===== config.mk =====
export PLATFORM = sky130hd
export DESIGN_NAME = id_ex_stage
export DESIGN_NICKNAME = d
export VERILOG_FILES = /design/src/rtl/id_ex_stage.sv
export SDC_FILE = /design/constraint.sdc
export NUM_CORES = 1
export LEC_CHECK = 0
export CAP_MARGIN = 20
export CELL_PAD_IN_SITES_DETAIL_PLACEMENT = 0
export CELL_PAD_IN_SITES_GLOBAL_PLACEMENT = 2
export CORE_MARGIN = 1
export CORE_UTILIZATION = 39
export DETAILED_ROUTE_END_ITERATION = 10
export DONT_BUFFER_PORTS = 1
export GPL_TIMING_DRIVEN = 0
export PLACE_DENSITY = 0.85
export SYNTH_ARGS = -nofsm -noshare
export SYNTH_HDL_FRONTEND = slang
export SYNTH_SLANG_ARGS = --single-unit

===== constraint.sdc =====
create_clock -name clk_i -period 3.9 [get_ports clk_i]
set_clock_uncertainty 0.1 [all_clocks]
set_input_delay 0.39 -clock clk_i [delete_from_list [all_inputs] [get_ports clk_i]]
set_output_delay 0.39 -clock clk_i [all_outputs]
set_load 0.03 [all_outputs]

===== src/rtl/id_ex_stage.sv =====
// ---------------------------------------------------------------------------
// id_ex_stage
//
// ID/EX pipeline register sitting directly in front of the ALU. Each load
// edge captures the decoded instruction fields from ID. The ALU control code
// and the destination register are resolved at load time and registered.
// Operands are forwarded combinationally from the EX/MEM and MEM/WB stages.
//
// Hazard control, in priority order per edge: rst_i > flush_i > stall_i > load
//   flush_i : load a bubble (all fields zero, alu_ctl = ADD)
//   stall_i : every register keeps its value
//
// Ports
//   clk_i, rst_i          clock, synchronous active-high reset
//   stall_i, flush_i      hazard-unit hold / bubble request
//   id_*                  decoded instruction fields from the ID stage
//   exmem_*, memwb_*      forwarding sources from the later stages
//   alu_ctl_o             registered 4-bit ALU control code
//   alu_a_o, alu_b_o      ALU operands after forwarding / immediate select
//   store_data_o          forwarded rt value, used as store data
//   wr_reg_o              registered destination register
//   reg_write_o .. mem_to_reg_o  registered control pass-through
//   valid_o               EX slot holds a real instruction
// ---------------------------------------------------------------------------
module id_ex_stage #(
  parameter int DW = 32,
  parameter int RW = 5
) (
  input  logic          clk_i,
  input  logic          rst_i,
  input  logic          stall_i,
  input  logic          flush_i,
  input  logic          id_valid_i,
  input  logic [DW-1:0] id_rs_data_i,
  input  logic [DW-1:0] id_rt_data_i,
  input  logic [DW-1:0] id_imm_i,
  input  logic [RW-1:0] id_rs_i,
  input  logic [RW-1:0] id_rt_i,
  input  logic [RW-1:0] id_rd_i,
  input  logic [2:0]    id_alu_op_i,
  input  logic [5:0]    id_funct_i,
  input  logic          id_alu_src_i,
  input  logic          id_reg_dst_i,
  input  logic          id_reg_write_i,
  input  logic          id_mem_read_i,
  input  logic          id_mem_write_i,
  input  logic          id_mem_to_reg_i,
  input  logic          exmem_reg_write_i,
  input  logic [RW-1:0] exmem_rd_i,
  input  logic [DW-1:0] exmem_result_i,
  input  logic          memwb_reg_write_i,
  input  logic [RW-1:0] memwb_rd_i,
  input  logic [DW-1:0] memwb_result_i,
  output logic [3:0]    alu_ctl_o,
  output logic [DW-1:0] alu_a_o,
  output logic [DW-1:0] alu_b_o,
  output logic [DW-1:0] store_data_o,
  output logic [RW-1:0] wr_reg_o,
  output logic          reg_write_o,
  output logic          mem_read_o,
  output logic          mem_write_o,
  output logic          mem_to_reg_o,
  output logic          valid_o
);

  localparam logic [3:0] CTL_AND = 4'd0;
  localparam logic [3:0] CTL_OR  = 4'd1;
  localparam logic [3:0] CTL_ADD = 4'd2;
  localparam logic [3:0] CTL_MUL = 4'd3;
  localparam logic [3:0] CTL_SUB = 4'd6;
  localparam logic [3:0] CTL_SLT = 4'd7;
  localparam logic [3:0] CTL_NOR = 4'd12;
  localparam logic [3:0] CTL_ZERO = 4'd15;  // ALU drives 0 for this code

  // Registered fields
  logic          valid_q;
  logic [DW-1:0] rs_data_q;
  logic [DW-1:0] rt_data_q;
  logic [DW-1:0] imm_q;
  logic [RW-1:0] rs_q;
  logic [RW-1:0] rt_q;
  logic [RW-1:0] wr_reg_q;
  logic [3:0]    alu_ctl_q;
  logic          alu_src_q;
  logic          reg_write_q;
  logic          mem_read_q;
  logic          mem_write_q;
  logic          mem_to_reg_q;

  // ALU control decode from the ID-stage fields, registered on load.
  logic [3:0] dec_ctl;

  always_comb begin
    dec_ctl = CTL_ZERO;
    unique case (id_alu_op_i)
      3'b000: dec_ctl = CTL_ADD;
      3'b001: dec_ctl = CTL_SUB;
      3'b011: dec_ctl = CTL_SLT;
      3'b100: dec_ctl = CTL_AND;
      3'b101: dec_ctl = CTL_OR;
      3'b010: begin
        case (id_funct_i)
          6'h20:   dec_ctl = CTL_ADD;
          6'h22:   dec_ctl = CTL_SUB;
          6'h24:   dec_ctl = CTL_AND;
          6'h25:   dec_ctl = CTL_OR;
          6'h27:   dec_ctl = CTL_NOR;
          6'h2A:   dec_ctl = CTL_SLT;
          6'h18:   dec_ctl = CTL_MUL;
          default: dec_ctl = CTL_ZERO;
        endcase
      end
      default: dec_ctl = CTL_ZERO;  // 110, 111
    endcase
  end

  always_ff @(posedge clk_i) begin
    if (rst_i || flush_i) begin
      // Reset and bubble share one image: nothing valid, rs = rt = 0 so
      // no forwarding source can ever match the empty slot.
      valid_q      <= 1'b0;
      rs_data_q    <= '0;
      rt_data_q    <= '0;
      imm_q        <= '0;
      rs_q         <= '0;
      rt_q         <= '0;
      wr_reg_q     <= '0;
      alu_ctl_q    <= CTL_ADD;
      alu_src_q    <= 1'b0;
      reg_write_q  <= 1'b0;
      mem_read_q   <= 1'b0;
      mem_write_q  <= 1'b0;
      mem_to_reg_q <= 1'b0;
    end else if (!stall_i) begin
      valid_q      <= id_valid_i;
      rs_data_q    <= id_rs_data_i;
      rt_data_q    <= id_rt_data_i;
      imm_q        <= id_imm_i;
      rs_q         <= id_rs_i;
      rt_q         <= id_rt_i;
      wr_reg_q     <= id_reg_dst_i ? id_rd_i : id_rt_i;
      alu_ctl_q    <= dec_ctl;
      alu_src_q    <= id_alu_src_i;
      reg_write_q  <= id_reg_write_i;
      mem_read_q   <= id_mem_read_i;
      mem_write_q  <= id_mem_write_i;
      mem_to_reg_q <= id_mem_to_reg_i;
    end
  end

  // Forwarding: EX/MEM is the younger result and wins over MEM/WB.
  // Register 0 is hardwired and never forwarded. This tracks the live
  // exmem/memwb inputs, so operands can change while stalled.
  logic          exmem_fwd_rs, exmem_fwd_rt;
  logic          memwb_fwd_rs, memwb_fwd_rt;
  logic [DW-1:0] fwd_rs, fwd_rt;

  always_comb begin
    exmem_fwd_rs = exmem_reg_write_i && (exmem_rd_i != '0) && (exmem_rd_i == rs_q);
    exmem_fwd_rt = exmem_reg_write_i && (exmem_rd_i != '0) && (exmem_rd_i == rt_q);
    memwb_fwd_rs = memwb_reg_write_i && (memwb_rd_i != '0) && (memwb_rd_i == rs_q);
    memwb_fwd_rt = memwb_reg_write_i && (memwb_rd_i != '0) && (memwb_rd_i == rt_q);

    if (exmem_fwd_rs)      fwd_rs = exmem_result_i;
    else if (memwb_fwd_rs) fwd_rs = memwb_result_i;
    else                   fwd_rs = rs_data_q;

    if (exmem_fwd_rt)      fwd_rt = exmem_result_i;
    else if (memwb_fwd_rt) fwd_rt = memwb_result_i;
    else                   fwd_rt = rt_data_q;
  end

  assign alu_a_o      = fwd_rs;
  assign alu_b_o      = alu_src_q ? imm_q : fwd_rt;
  assign store_data_o = fwd_rt;
  assign alu_ctl_o    = alu_ctl_q;
  assign wr_reg_o     = wr_reg_q;
  assign reg_write_o  = reg_write_q;
  assign mem_read_o   = mem_read_q;
  assign mem_write_o  = mem_write_q;
  assign mem_to_reg_o = mem_to_reg_q;
  assign valid_o      = valid_q;

endmodule


== Word-level counts from Yosys, hierarchy flattened ==
Index checks and enable logic that the tools add are counted.
Cells by class
  muxes and demuxes: 8
  equality and inequality tests: 16
  reductions and logical operators: 10
Operators by type and width (number)
  $mux W32: 5
  $eq A6 B6 Y1 const B: 6
  $pmux W4 S7: 1
  $pmux W4 S6: 1
  $eq A5 B5 Y1: 4
  $reduce_bool A5 Y1: 2
  $eq A3 B2 Y1 const B: 2
  $eq A3 B3 Y1 const B: 2
  $eq A6 B5 Y1 const B: 1
  $logic_and A1 B1 Y1: 6
  $mux W5: 1
  $eq A3 B1 Y1 const B: 1
  $logic_not A3 Y1: 1
  $logic_or A1 B1 Y1: 1
Word-level totals
  output and inout port bits: 110
  flip-flop bits (word level): 121
  input port bits: 207
  logic and storage cells: 47

== Depth between registers and ports, before layout ==
Gate-level depths: netlist of run 1.
  depth in word-level cells: 6
  gate-level depth with buffers: 7
  depth with buffers taken out: 5

== Worst setup path before layout of run 1 ==
No wires, ideal clock.
  path type: input port to output port
  start point: in exmem_rd_i[1]
  end point: out alu_b_o[30]
  slack: 1.048 ns
  arrival: 2.362 ns
  stages on the path: 6
  buffers on the path: 1
  path through: or4_4 > o211ai_4 > buf_2 > nor3_1 > a31oi_1 > mux2_2
On the way
  word-level cells in the longest chain between the ends: 5
RTL lines
  start: declaration: line 49  | input logic [RW-1:0] exmem_rd_i,
  $reduce_bool A5 Y1: line 160  | exmem_fwd_rt = exmem_reg_write_i && (exmem_rd_i != '0) && (exmem_rd_i == rt_q);
  $logic_and A1 B1 Y1: line 160
  $logic_and A1 B1 Y1 (*): line 160
  $mux W32 (*): line 168  | if (exmem_fwd_rt) fwd_rt = exmem_result_i;
  net store_data_o[30]: line 57  | output logic [DW-1:0] store_data_o,
  $mux W32 (*): line 174  | assign alu_b_o = alu_src_q ? imm_q : fwd_rt;
  end: declaration: line 56  | output logic [DW-1:0] alu_b_o,
Mark *: on every way through the listed nets, which the timed path passes. The rest lies on a longest branch.

== Worst setup path after layout of run 1 ==
  start point: reg rt_q[0]
  end point: out alu_b_o[30]
On the way
  word-level cells in the longest chain between the ends: 5
RTL lines
  start: declaration: line 81  | logic [RW-1:0] rt_q;
  start signal: assignment: line 140  | rt_q <= id_rt_i;
  $eq A5 B5 Y1: line 162  | memwb_fwd_rt = memwb_reg_write_i && (memwb_rd_i != '0) && (memwb_rd_i == rt_q);
  $logic_and A1 B1 Y1: line 162
  $mux W32: line 169  | else if (memwb_fwd_rt) fwd_rt = memwb_result_i;
  $mux W32 (*): line 168
  net store_data_o[30]: line 57
  $mux W32 (*): line 174
Marks and branches as above.

==> results.cfg, run 1 <==
[run_status]
result_of_the_run = completed

[sta]
fmaxAchievable_mhz = 272.4
rsz0062_at_grt = no
timing.final.crit_period_ns = 3.671
maxSlewViolCount = 0
finalCritPeriodShare_pct = 94.14
finalSetupViolations = 0
holdWs_ns = 0.01401
tightestPinTransition_ns = 0.9857
relSlewSlack_pct = 33.74
setup_slack_ns = 0.2287
timing.setup.tns_ns = 0
timing.final.hold_violations = 0

[placed_design]
place_hpwl_mm = 18.06
io_buffer_count = 0
placement.setup.worst_slack_ns = 0.6497
finalWeightedCongestion = 0.9480

[detailed_routing]
antenna_violating_nets_post_route = 0
avgViaCountPerCell = 5.720
initialDrtViolationCount = 189
routed-via-count = 5789
route.detailed.drc = 0
finalWirelength_mm = 23.58
wire_per_inst_microns = 23.30
firstDrtPassIters = 5

[cts]
cts_tree = built
post_cts.repair.setup_buffers = 0
root_buffer = sky130_fd_sc_hd__clkbuf_16
clock_sinks = 121
numCtsBuffers = 17
clock_latency_ns = 0.42
cts_h_tree_depth = 4
cts_hold_buffers = 0
post_cts_resize_count = 0
worst_setup_hold_path_clk_slew_ns = 0.06
cts.path.max_buffers = 2

[synth]
synth_edf_count = 0
mappedNetlistArea_sq_mm = 0.006984
ys_seq_area_share_pct = 34.68
proportion_of_synthesized_area_in_mux_cells_pct = 26.51
netlist-cell-type-count = 41
synth_fa_ha_area_share_pct = 0
xor_xnor_share_of_the_synthesized_area_pct = 2.508
synthesis.yosys.warnings = 0
synth-simple-area-share_pct = 15.53
synth-compound-area-share_pct = 16.02
main_combinational_cell_family_by_area_after_synthesis = multiplexers
async_sr_flop_fraction_pct = 0
synth.ff_latch_count = 121
syn_nets = 962
avgSynthCellArea_sq_um = 9.251
ys.flop_type = sky130_fd_sc_hd__dfxtp_1
synthCells = 755

[critical_path]
critical_path_required_ns = 3.41
worstPathCellList = xnor2_1 > and4_1 > clkbuf_1 > clkbuf_1 > nand3_1 > a31oi_1 > mux2_2
r2r_cells = 4
cp_num_cells = 7
critical_path_arrival_ns = 3.18
worst_setup_path_end_kind = output pin
worst_setup_path_startpoint = rt_q[0]
worst_setup_path_start_kind = flop
endpoint = alu_b_o[30]
cp_top_family = buffers and inverters
timing.reg2reg.setup_slack_ns = 2.31
crit_path_max_fanout = 10
r2r_start = alu_src_q
r2r-end = alu_src_q
slowest_delay_ns = 0.69
cp.buffers_inverters = 2
timing.critical_path.mode_cell = sky130_fd_sc_hd__clkbuf_1
timing.critical_path.slowest_stage_cell = sky130_fd_sc_hd__a31oi_1
crit_type = flop to output pin

[floorplanning]
ios = 317
die_x_microns = 135.8
core-area_sq_mm = 0.01742
initial_utilization_pct = 40.10
core.rowCount = 48
floorplan.die.height_microns = 135.8
floorplan.die_area_sq_mm = 0.01845

[global_route]
number_of_global_route_vias_before_repair = 5806
grt_pass1_wl_mm = 33.93
grt_start_max_net_pins = 17
number_of_antenna_violations_at_the_first_check_in_global_routing = 0
grt.total_usage_pct = 25.10
globalRoute.totalOverflow = 0

[hold_path]
hp-class = input pin to flop

[cells_and_area]
fin_nets = 981
n_fill_cell = 1709
antenna_cells_inserted = 0
mostFrequentLayoutCells = sky130_fd_sc_hd__nor2_1, sky130_fd_sc_hd__mux2i_1, sky130_fd_sc_hd__dfxtp_1, sky130_fd_sc_hd__a21oi_1, sky130_fd_sc_hd__clkbuf_1
area.growth.synth_to_final_pct = 12.58
layout.cells.most_common = sky130_fd_sc_hd__nor2_1
drive_above_1_share_pct = 14.23

[pwr]
vdd_drop_max_v = 0.0002863
static-leakage-power_nw = 2.921
p_per_area_mw_per_mm2 = 432.9

[job]
maxCapViolCount = 0
## routing by layer
| layer | share of wire, % | GRT usage [%] | vias up |
|---|---|---|---|
| li1 | - | - | 2713 |
| met1 | 41 | 28.13 | 2787 |
| met2 | 49 | 43.99 | 258 |
| met3 | 8.6 | 8.613 | 31 |
| met4 | 1.7 | 8.552 | 0 |
| met5 | 0 | 0 | - |
## sequential cells by signal (all words and copies together), names as in the netlist
| signal | flops |
|---|---|
| mem_to_reg_o | 1 |
| rt_q | 5 |
| reg_write_o | 1 |
| rs_q | 5 |
| imm_q | 32 |
| rs_data_q | 32 |
| mem_write_o | 1 |
| valid_o | 1 |
| alu_ctl_o | 4 |
| mem_read_o | 1 |
| wr_reg_o | 5 |
| alu_src_q | 1 |
| rt_data_q | 32 |
## power breakdown
| group | switching (mW) | internal [mW] |
|---|---|---|
| clock | 0.586 | 1.02 |
| combinational | 0.329 | 0.159 |
| sequential | 0.0347 | 1.28 |
| total | 0.949 | 2.45 |
## cell families (layout without fill, tap and decap cells)
kind of cell              Yosys count  count (layout)
AOI/OAI and AO/OA                 116             116
muxes                             181             181
buffers and inverters              70             102
xor gates and xnor gates           20              20
and+or+nand+nor                   247             247
DFF                               121             121
## synthesized netlist by cell type, drive strengths merged (3+ instances only)
master | instances | share of area, %
o211ai | 3 | 0.59
nand4 | 3 | 0.27
xnor2 | 16 | 2.0
clkbuf | 37 | 2.0
nand2 | 3 | 0.16
nor3 | 34 | 2.4
a31oi | 32 | 9.3
or4 | 3 | 0.43
xor2 | 4 | 0.50
dfxtp | 121 | 35
buf | 30 | 2.6
inv | 3 | 0.16
mux2 | 32 | 5.2
a21oi | 41 | 2.9
o21ai | 34 | 2.4
nor2 | 159 | 8.5
mux2i | 149 | 21
nand3 | 34 | 2.4
## cell type report
| class | count | area, sq um | share of cell area (%) |
|---|---|---|---|
| Sequential cell | 121 | 2422 | 30.81 |
| Buffer | 67 | 320.3 | 4.074 |
| Clock inverter | 12 | 150.1 | 1.910 |
| Multi-Input combinational cell | 564 | 4230 | 53.80 |
| Clock buffer | 20 | 446.7 | 5.681 |
| Inverter | 3 | 11.26 | 0.1432 |
| Tap cell | 225 | 281.5 | 3.581 |
## worst min path at each step
stage,startpoint,to,slack [ns],depth (start not counted)
5_1_grt,id_reg_write_i,reg_write_o,0.003,2
2_1_floorplan,imm_q[0],imm_q[0],0.36,2
3_5_place_dp,imm_q[4],imm_q[4],0.38,2
6_report,id_mem_read_i,mem_read_o,0.01,2
3_3_place_gp,imm_q[5],imm_q[5],0.37,2
4_1_cts,id_reg_write_i,reg_write_o,0.002,2
## worst register-to-register path: cells and delay by family, from the launching register on
| family | cells | cell delay (ns) |
|---|---|---|
| DFF | 1 | 0.30 |
| muxes | 1 | 0.16 |
| buffers and inverters | 2 | 0.85 |
| and+or+nand+nor | 1 | 0.11 |
## through the flow
stage	area, sq um	std cells	util, %	power, mW
2_1_floorplan	6984	755	-	1.733
3_3_place_gp	7266	980	41.72	1.820
3_5_place_dp	7266	980	41.72	1.829
4_1_cts	7863	1012	45.14	3.441
5_1_grt	7863	1012	45.14	3.527
6_report	7863	1012	45.14	3.404
No activity file was read; power rests on OpenSTA's default activity.
==> run 2, diff against run 1 <==
Settings changed: ABC_AREA set to 1, CORE_UTILIZATION 39 to 34, GPL_TIMING_DRIVEN 0 to not set, PLACE_DENSITY 0.85 to 0.81.
==> results.cfg, run 2 <==
[global_route]
globalRouteMet1Util_pct = 31.33
number_of_antenna_violations_at_the_first_check_in_global_routing = 2
grt_busiest_layer = met2
grt_util_met3_pct = 8.934
grt_use_met2_pct = 42.93
grt_start_max_net_pins = 117
grt.total_usage_pct = 25.81
number_of_global_route_vias_before_repair = 7065
globalRoute.totalOverflow = 0
grt_pass1_wl_mm = 41.95

[detailed_routing]
routed-via-count = 7191
initialDrtViolationCount = 403
avgViaCountPerCell = 5.295
wire_per_inst_microns = 20.09
antenna_violating_nets_post_route = 0
route.detailed.drc = 0
firstDrtPassIters = 5
finalWirelength_mm = 27.29

[cells_and_area]
mostFrequentLayoutCells = sky130_fd_sc_hd__nand2_1, sky130_fd_sc_hd__nand3_1, sky130_fd_sc_hd__dfxtp_1, sky130_fd_sc_hd__a21oi_1, sky130_fd_sc_hd__nand3b_1
drive_above_1_share_pct = 6.164
postLayoutCellArea_sq_mm = 0.008077
area.growth.synth_to_final_pct = 15.39
leading_registers_by_flop_count = imm_q: 32 flops, rs_data_q: 32 flops, rt_data_q: 32 flops
n_fill_cell = 2254
layout.cells.most_common = sky130_fd_sc_hd__nand2_1
fin_nets = 1281
finished_core_util_pct = 39.91

[critical_path]
worst_setup_path_end_kind = output pin
slowest_delay_ns = 0.63
crit_path_max_fanout = 18
r2r_start = alu_src_q
worst_setup_path_start_kind = flop
critical_path_required_ns = 3.41
crit_type = flop to output pin
critical_path_arrival_ns = 2.76
r2r_cells = 3
cp_num_cells = 8
timing.critical_path.slowest_stage_cell = sky130_fd_sc_hd__nand3b_1
worstPathCellList = xnor2_1 > nand2_1 > nor2_1 > nand3b_1 > buf_4 > nand3_1 > nand3_1 > nand2_1
worst_setup_path_startpoint = rt_q[0]
cp.buffers_inverters = 1
cp_top_family = simple AND/OR/NAND/NOR gates

[cts]
cts_h_tree_depth = 4
cts_tree = built
cts.path.max_buffers = 2
post_cts.repair.setup_buffers = 0
worst_setup_hold_path_clk_slew_ns = 0.06
clock_sinks = 121
root_buffer = sky130_fd_sc_hd__clkbuf_16
numCtsBuffers = 17
clock_latency_ns = 0.41

[run_status]
result_of_the_run = completed

[placed_design]
finalWeightedCongestion = 0.8336
place_hpwl_mm = 18.16
post_dp_cell_area_sq_mm = 0.007141
io_buffer_count = 0

[synth]
async_sr_flop_fraction_pct = 0
synth_top_cell_by_area = sky130_fd_sc_hd__dfxtp_1
synth_edf_count = 0
ys.flop_type = sky130_fd_sc_hd__dfxtp_1
syn_nets = 1297
synth.ff_latch_count = 121
mappedNetlistArea_sq_mm = 0.006999
netlist_top_cells_area = sky130_fd_sc_hd__dfxtp_1, sky130_fd_sc_hd__nand2_1, sky130_fd_sc_hd__nand3_1, sky130_fd_sc_hd__a21oi_1, sky130_fd_sc_hd__nand3b_1
avgSynthCellArea_sq_um = 6.421
yosys-top-cells-count = sky130_fd_sc_hd__nand2_1, sky130_fd_sc_hd__nand3_1, sky130_fd_sc_hd__dfxtp_1, sky130_fd_sc_hd__a21oi_1, sky130_fd_sc_hd__nand3b_1
netlist-cell-type-count = 29
synthCells = 1090
most_instantiated_library_cell_after_synthesis = sky130_fd_sc_hd__nand2_1
yosysTopAreaCellShare_pct = 34.61
synthesis.yosys.warnings = 0
ys_seq_area_share_pct = 34.61

[job]
maxCapViolCount = 0

[sta]
timing.final.crit_period_ns = 3.253
relSlewSlack_pct = 39.91
maxSlewViolCount = 0
rsz0062_at_grt = no
finalCritPeriodShare_pct = 83.42
timing.setup.tns_ns = 0
finalSetupViolations = 0
tightestPinTransition_ns = 0.8987
timing.final.hold_violations = 0
fmaxAchievable_mhz = 307.4
holdWs_ns = 0.01659

[floorplanning]
initial_utilization_pct = 34.59
ios = 317
core.rowCount = 52
core-area_sq_mm = 0.02023
floorplan.die.height_microns = 145.5
die_x_microns = 145.5
floorplan.die_area_sq_mm = 0.02116

[pwr]
internal_power_mw = 2.580
switching_share_pct = 27.93
p_per_area_mw_per_mm2 = 443.2
total_switching_power_mw = 1.000
vdd_drop_max_v = 0.0002817
comb_power_share_pct = 13.6
pwr-share-clk_pct = 49.7
sequential_group_share_of_total_power_pct = 36.7
static-leakage-power_nw = 3.488

[hold_path]
holdCritStartpoint = id_rt_data_i[2]
hold-path-cell-count = 2
hp-class = input pin to flop
## run 2: cell types whose count changed in the layout (fill, tap and decap cells not counted), sizes merged, moves of 37 or more
cell    previous run  this run
nor2             159        31
clkbuf            57        20
a21oi             41       117
mux2i            149         0
nand3             34       134
inv                3        63
nand3b             0        65
nand2              3       372
## run 2: cell families (layout without fill, tap and decap cells)
family                    count (synthesis)  count (layout)  synth area share [%]
xor gates and xnor gates                 15              15                 1.877
and+or+nand+nor                         641             641                 42.12
muxes                                     5               5                0.8044
other                                     0               1                     0
AOI/OAI and AO/OA                       167             167                 12.08
DFF                                     121             121                 34.61
buffers and inverters                   141             138                 8.509
## run 2: layout make-up
cell class                      instances  area [sq um]  share of cell area [%]
Multi-Input combinational cell        828          4010                   49.65
Sequential cell                       121          2424                   30.01
Inverter                               63         236.5                   2.928
Clock inverter                         12         196.4                   2.432
Tap cell                              270         337.8                   4.183
Clock buffer                           20         456.7                   5.655
Timing Repair Buffer                   43         412.9                   5.112
Antenna cell                            1         2.502                 0.03098
## run 2: per-layer routing
metal / wire [microns] / up-vias
li1: - / 3509
met1: 11570 / 3382
met2: 12950 / 268
met3: 2314 / 30
met4: 437 / 2
met5: 13 / -
## run 2: repair_timing
item / in CTS / in global routing
hold buffers: 26 / 1
resized for setup: 0 / 0
endpoints found under the hold margin: 63 / 1
## run 2: power groups by stage
| stage | Sequential (mW) | Clock [mW] | Combinational, mW |
|---|---|---|---|
| floorplan | 1.34 | 0 | 0.384 |
| global placement | 1.34 | 0 | 0.452 |
| detailed placement | 1.34 | 0 | 0.456 |
| CTS | 1.31 | 1.81 | 0.488 |
| global route | 1.32 | 1.86 | 0.532 |
| finish | 1.31 | 1.78 | 0.488 |
## run 2: stage by stage
stage          power (mW)  instances  setup slack, ns
6_report            3.580       1358           0.6467
5_1_grt             3.714       1358           0.4124
4_1_cts             3.614       1356           0.6341
3_5_place_dp        1.798       1298            1.061
3_3_place_gp        1.793       1297            1.109
2_1_floorplan       1.719       1090            1.975
## run 2: worst paths after layout
check	end	slack (ns)
setup / recovery	alu_b_o[17]	0.65
hold / removal	rt_data_q[2]	0.02
setup reg to reg	alu_src_q	2.29
hold reg to reg	rs_data_q[29]	0.36
## run 2: worst reg2reg max path, cell delays in order (launching register included)
cell	delay (ns)
sky130_fd_sc_hd__dfxtp_2	0.31
sky130_fd_sc_hd__buf_4	0.40
sky130_fd_sc_hd__inv_1	0.48
sky130_fd_sc_hd__a21oi_1	0.25
==> run 3, diff against run 2 <==
Settings changed: ABC_AREA 1 to 0, CORE_UTILIZATION 34 to 33, PLACE_DENSITY 0.81 to 0.74.
Clock period 3.9 ns to 2.7 ns, I/O delays scaled along.
==> results.cfg, run 3 (synthesized netlist as in run 1, its figures left out) <==
[placed_design]
place_hpwl_mm = 16.37
placed_instance_count = 1040
placement.setup.worst_slack_ns = 0.3492
io_buffer_count = 0
finalWeightedCongestion = 0.8651

[sta]
finalCritPeriodShare_pct = 100.2
setup_slack_ns = -0.005371
rsz0062_at_grt = yes
timing.final.hold_violations = 0
relSlewSlack_pct = 41.06
finalSetupViolations = 1
timing.final.crit_period_ns = 2.705
tightestPinTransition_ns = 0.8841
maxSlewViolCount = 0
fmaxAchievable_mhz = 369.6

[pwr]
vdd_drop_max_v = 0.0003819
p_per_area_mw_per_mm2 = 485.6
finalPower_mw = 5.036
static-leakage-power_nw = 4.031

[floorplanning]
initial_utilization_pct = 34.08
core-area_sq_mm = 0.02049
floorplan.die_area_sq_mm = 0.02175
ios = 317
floorplan.die.height_microns = 147.5
core.rowCount = 52
die_x_microns = 147.5

[detailed_routing]
routed-via-count = 6768
wire_per_inst_microns = 20.18
initialDrtViolationCount = 166
firstDrtPassIters = 4
avgViaCountPerCell = 5.342
finalWirelength_mm = 25.56
antenna_violating_nets_post_route = 0
route.detailed.drc = 0

[cts]
clock_latency_ns = 0.41
cts_tree = built
cts.path.max_buffers = 2
clock_sinks = 121
numCtsBuffers = 17
root_buffer = sky130_fd_sc_hd__clkbuf_16
worst_setup_hold_path_clk_slew_ns = 0.05
cts_h_tree_depth = 4

[critical_path]
crit_path_max_fanout = 32
worst_setup_path_end_kind = output pin
crit_type = flop to output pin
critical_path_required_ns = 2.33
critical_path_arrival_ns = 2.34
worst_setup_path_start_kind = flop

[global_route]
globalRoute.totalOverflow = 0
grt.total_usage_pct = 22.89
number_of_global_route_vias_before_repair = 7378
grt_pass1_wl_mm = 38.63
number_of_antenna_violations_at_the_first_check_in_global_routing = 0
grt_start_max_net_pins = 76

[run_status]
violations_in_the_final_reports = setup timing
result_of_the_run = complete, but fails checks

[hold_path]
hp-class = input pin to flop

[job]
maxCapViolCount = 0

[cells_and_area]
finished_core_util_pct = 50.60
n_fill_cell = 1880
multiInputGateArea_sq_mm = 0.004345
mostFrequentLayoutCells = sky130_fd_sc_hd__dlygate4sd3_1, sky130_fd_sc_hd__nor2_1, sky130_fd_sc_hd__mux2i_1, sky130_fd_sc_hd__dfxtp_1, sky130_fd_sc_hd__buf_4
drive_above_1_share_pct = 21.06
layout.cells.most_common = sky130_fd_sc_hd__dlygate4sd3_1
sequential_cell_area_sq_mm = 0.002427
fin_nets = 1192
area.growth.synth_to_final_pct = 48.50
antenna_cells_inserted = 0
leading_registers_by_flop_count = imm_q: 32 flops, rs_data_q: 32 flops, rt_data_q: 32 flops
finish.cell_count_without_fillers = 1267
==> run 3: changes by cell type in the layout (fill, tap and decap cells not counted), moves of 30 or more <==
cell,delta
sky130_fd_sc_hd__inv_1,-57
sky130_fd_sc_hd__nor2_1,+132
sky130_fd_sc_hd__a31oi_4,+30
sky130_fd_sc_hd__o21ai_0,-45
sky130_fd_sc_hd__mux2i_1,+146
sky130_fd_sc_hd__and2_1,-32
sky130_fd_sc_hd__buf_4,+65
sky130_fd_sc_hd__nand2_1,-366
sky130_fd_sc_hd__a21oi_1,-77
sky130_fd_sc_hd__nand3_1,-100
sky130_fd_sc_hd__dlygate4sd3_1,+157
sky130_fd_sc_hd__nand3b_1,-65
==> run 3: final timing paths <==
path / startpoint / endpoint / slack [ns] / cells after the start
worst max-delay path: rt_q[4] / alu_b_o[27] / -0.005 / 6
worst min-delay path: id_rt_i[1] / wr_reg_o[1] / 0.03 / 4
worst max register to register: alu_ctl_o[0] / alu_ctl_o[0] / 0.67 / 4
worst min register to register: rs_data_q[9] / rs_data_q[9] / 0.40 / 2
==> run 3: final cells by class <==
| type | instances | area share, % |
|---|---|---|
| well taps | 270 | 3.257 |
| multi-input cells | 564 | 41.90 |
| inverters | 3 | 0.1086 |
| flip-flops and latches | 121 | 23.40 |
| clock buffers | 23 | 4.512 |
| clock inverters | 8 | 0.6997 |
| repair buffers | 278 | 26.12 |
==> run 3: report_power, final <==
group,switching (mW),internal [mW],leakage [nW]
Combinational,0.505,0.496,2.78
Clock,0.830,1.30,0.259
Sequential,0.0558,1.85,0.988
==> run 3: metrics by stage <==
step / TNS, ns / instance area (sq um) / hold slack, ns
floorplan: 0 / 6984 / 0.3139
global placement: 0 / 7742 / 0.3149
detailed placement: 0 / 7742 / 0.3133
CTS: 0 / 10220 / 0.007356
global route: -1.286 / 10370 / 0.07478
finish: -0.005371 / 10370 / 0.03396
==> run 3: timing repair <==
action                                 4_1_cts  5_1_grt
cloned                                       0        1
setup buffers                                6        5
resized for setup                           10       20
hold buffers                               184        0
pin swaps                                    2        1
setup endpoints to repair                   24       66
endpoints found under the hold margin      121        0
==> run 3: routing by layer <==
| layer | wire length, microns | up-vias | global-route usage, % |
|---|---|---|---|
| met3 | 1781 | 64 | 5.988 |
| met4 | 766 | 0 | 9.948 |
| met5 | 0 | - | 0 |
| met2 | 13200 | 316 | 42.74 |
| li1 | - | 3120 | - |
| met1 | 9821 | 3268 | 23.99 |
==> run 3: critical path, cell delays in order, from the launching register on <==
cell,delay [ns]
sky130_fd_sc_hd__dfxtp_1,0.46
sky130_fd_sc_hd__xnor2_1,0.17
sky130_fd_sc_hd__nand4_1,0.18
sky130_fd_sc_hd__buf_4,0.32
sky130_fd_sc_hd__nor3_1,0.36
sky130_fd_sc_hd__a31oi_4,0.07
sky130_fd_sc_hd__mux2_2,0.37
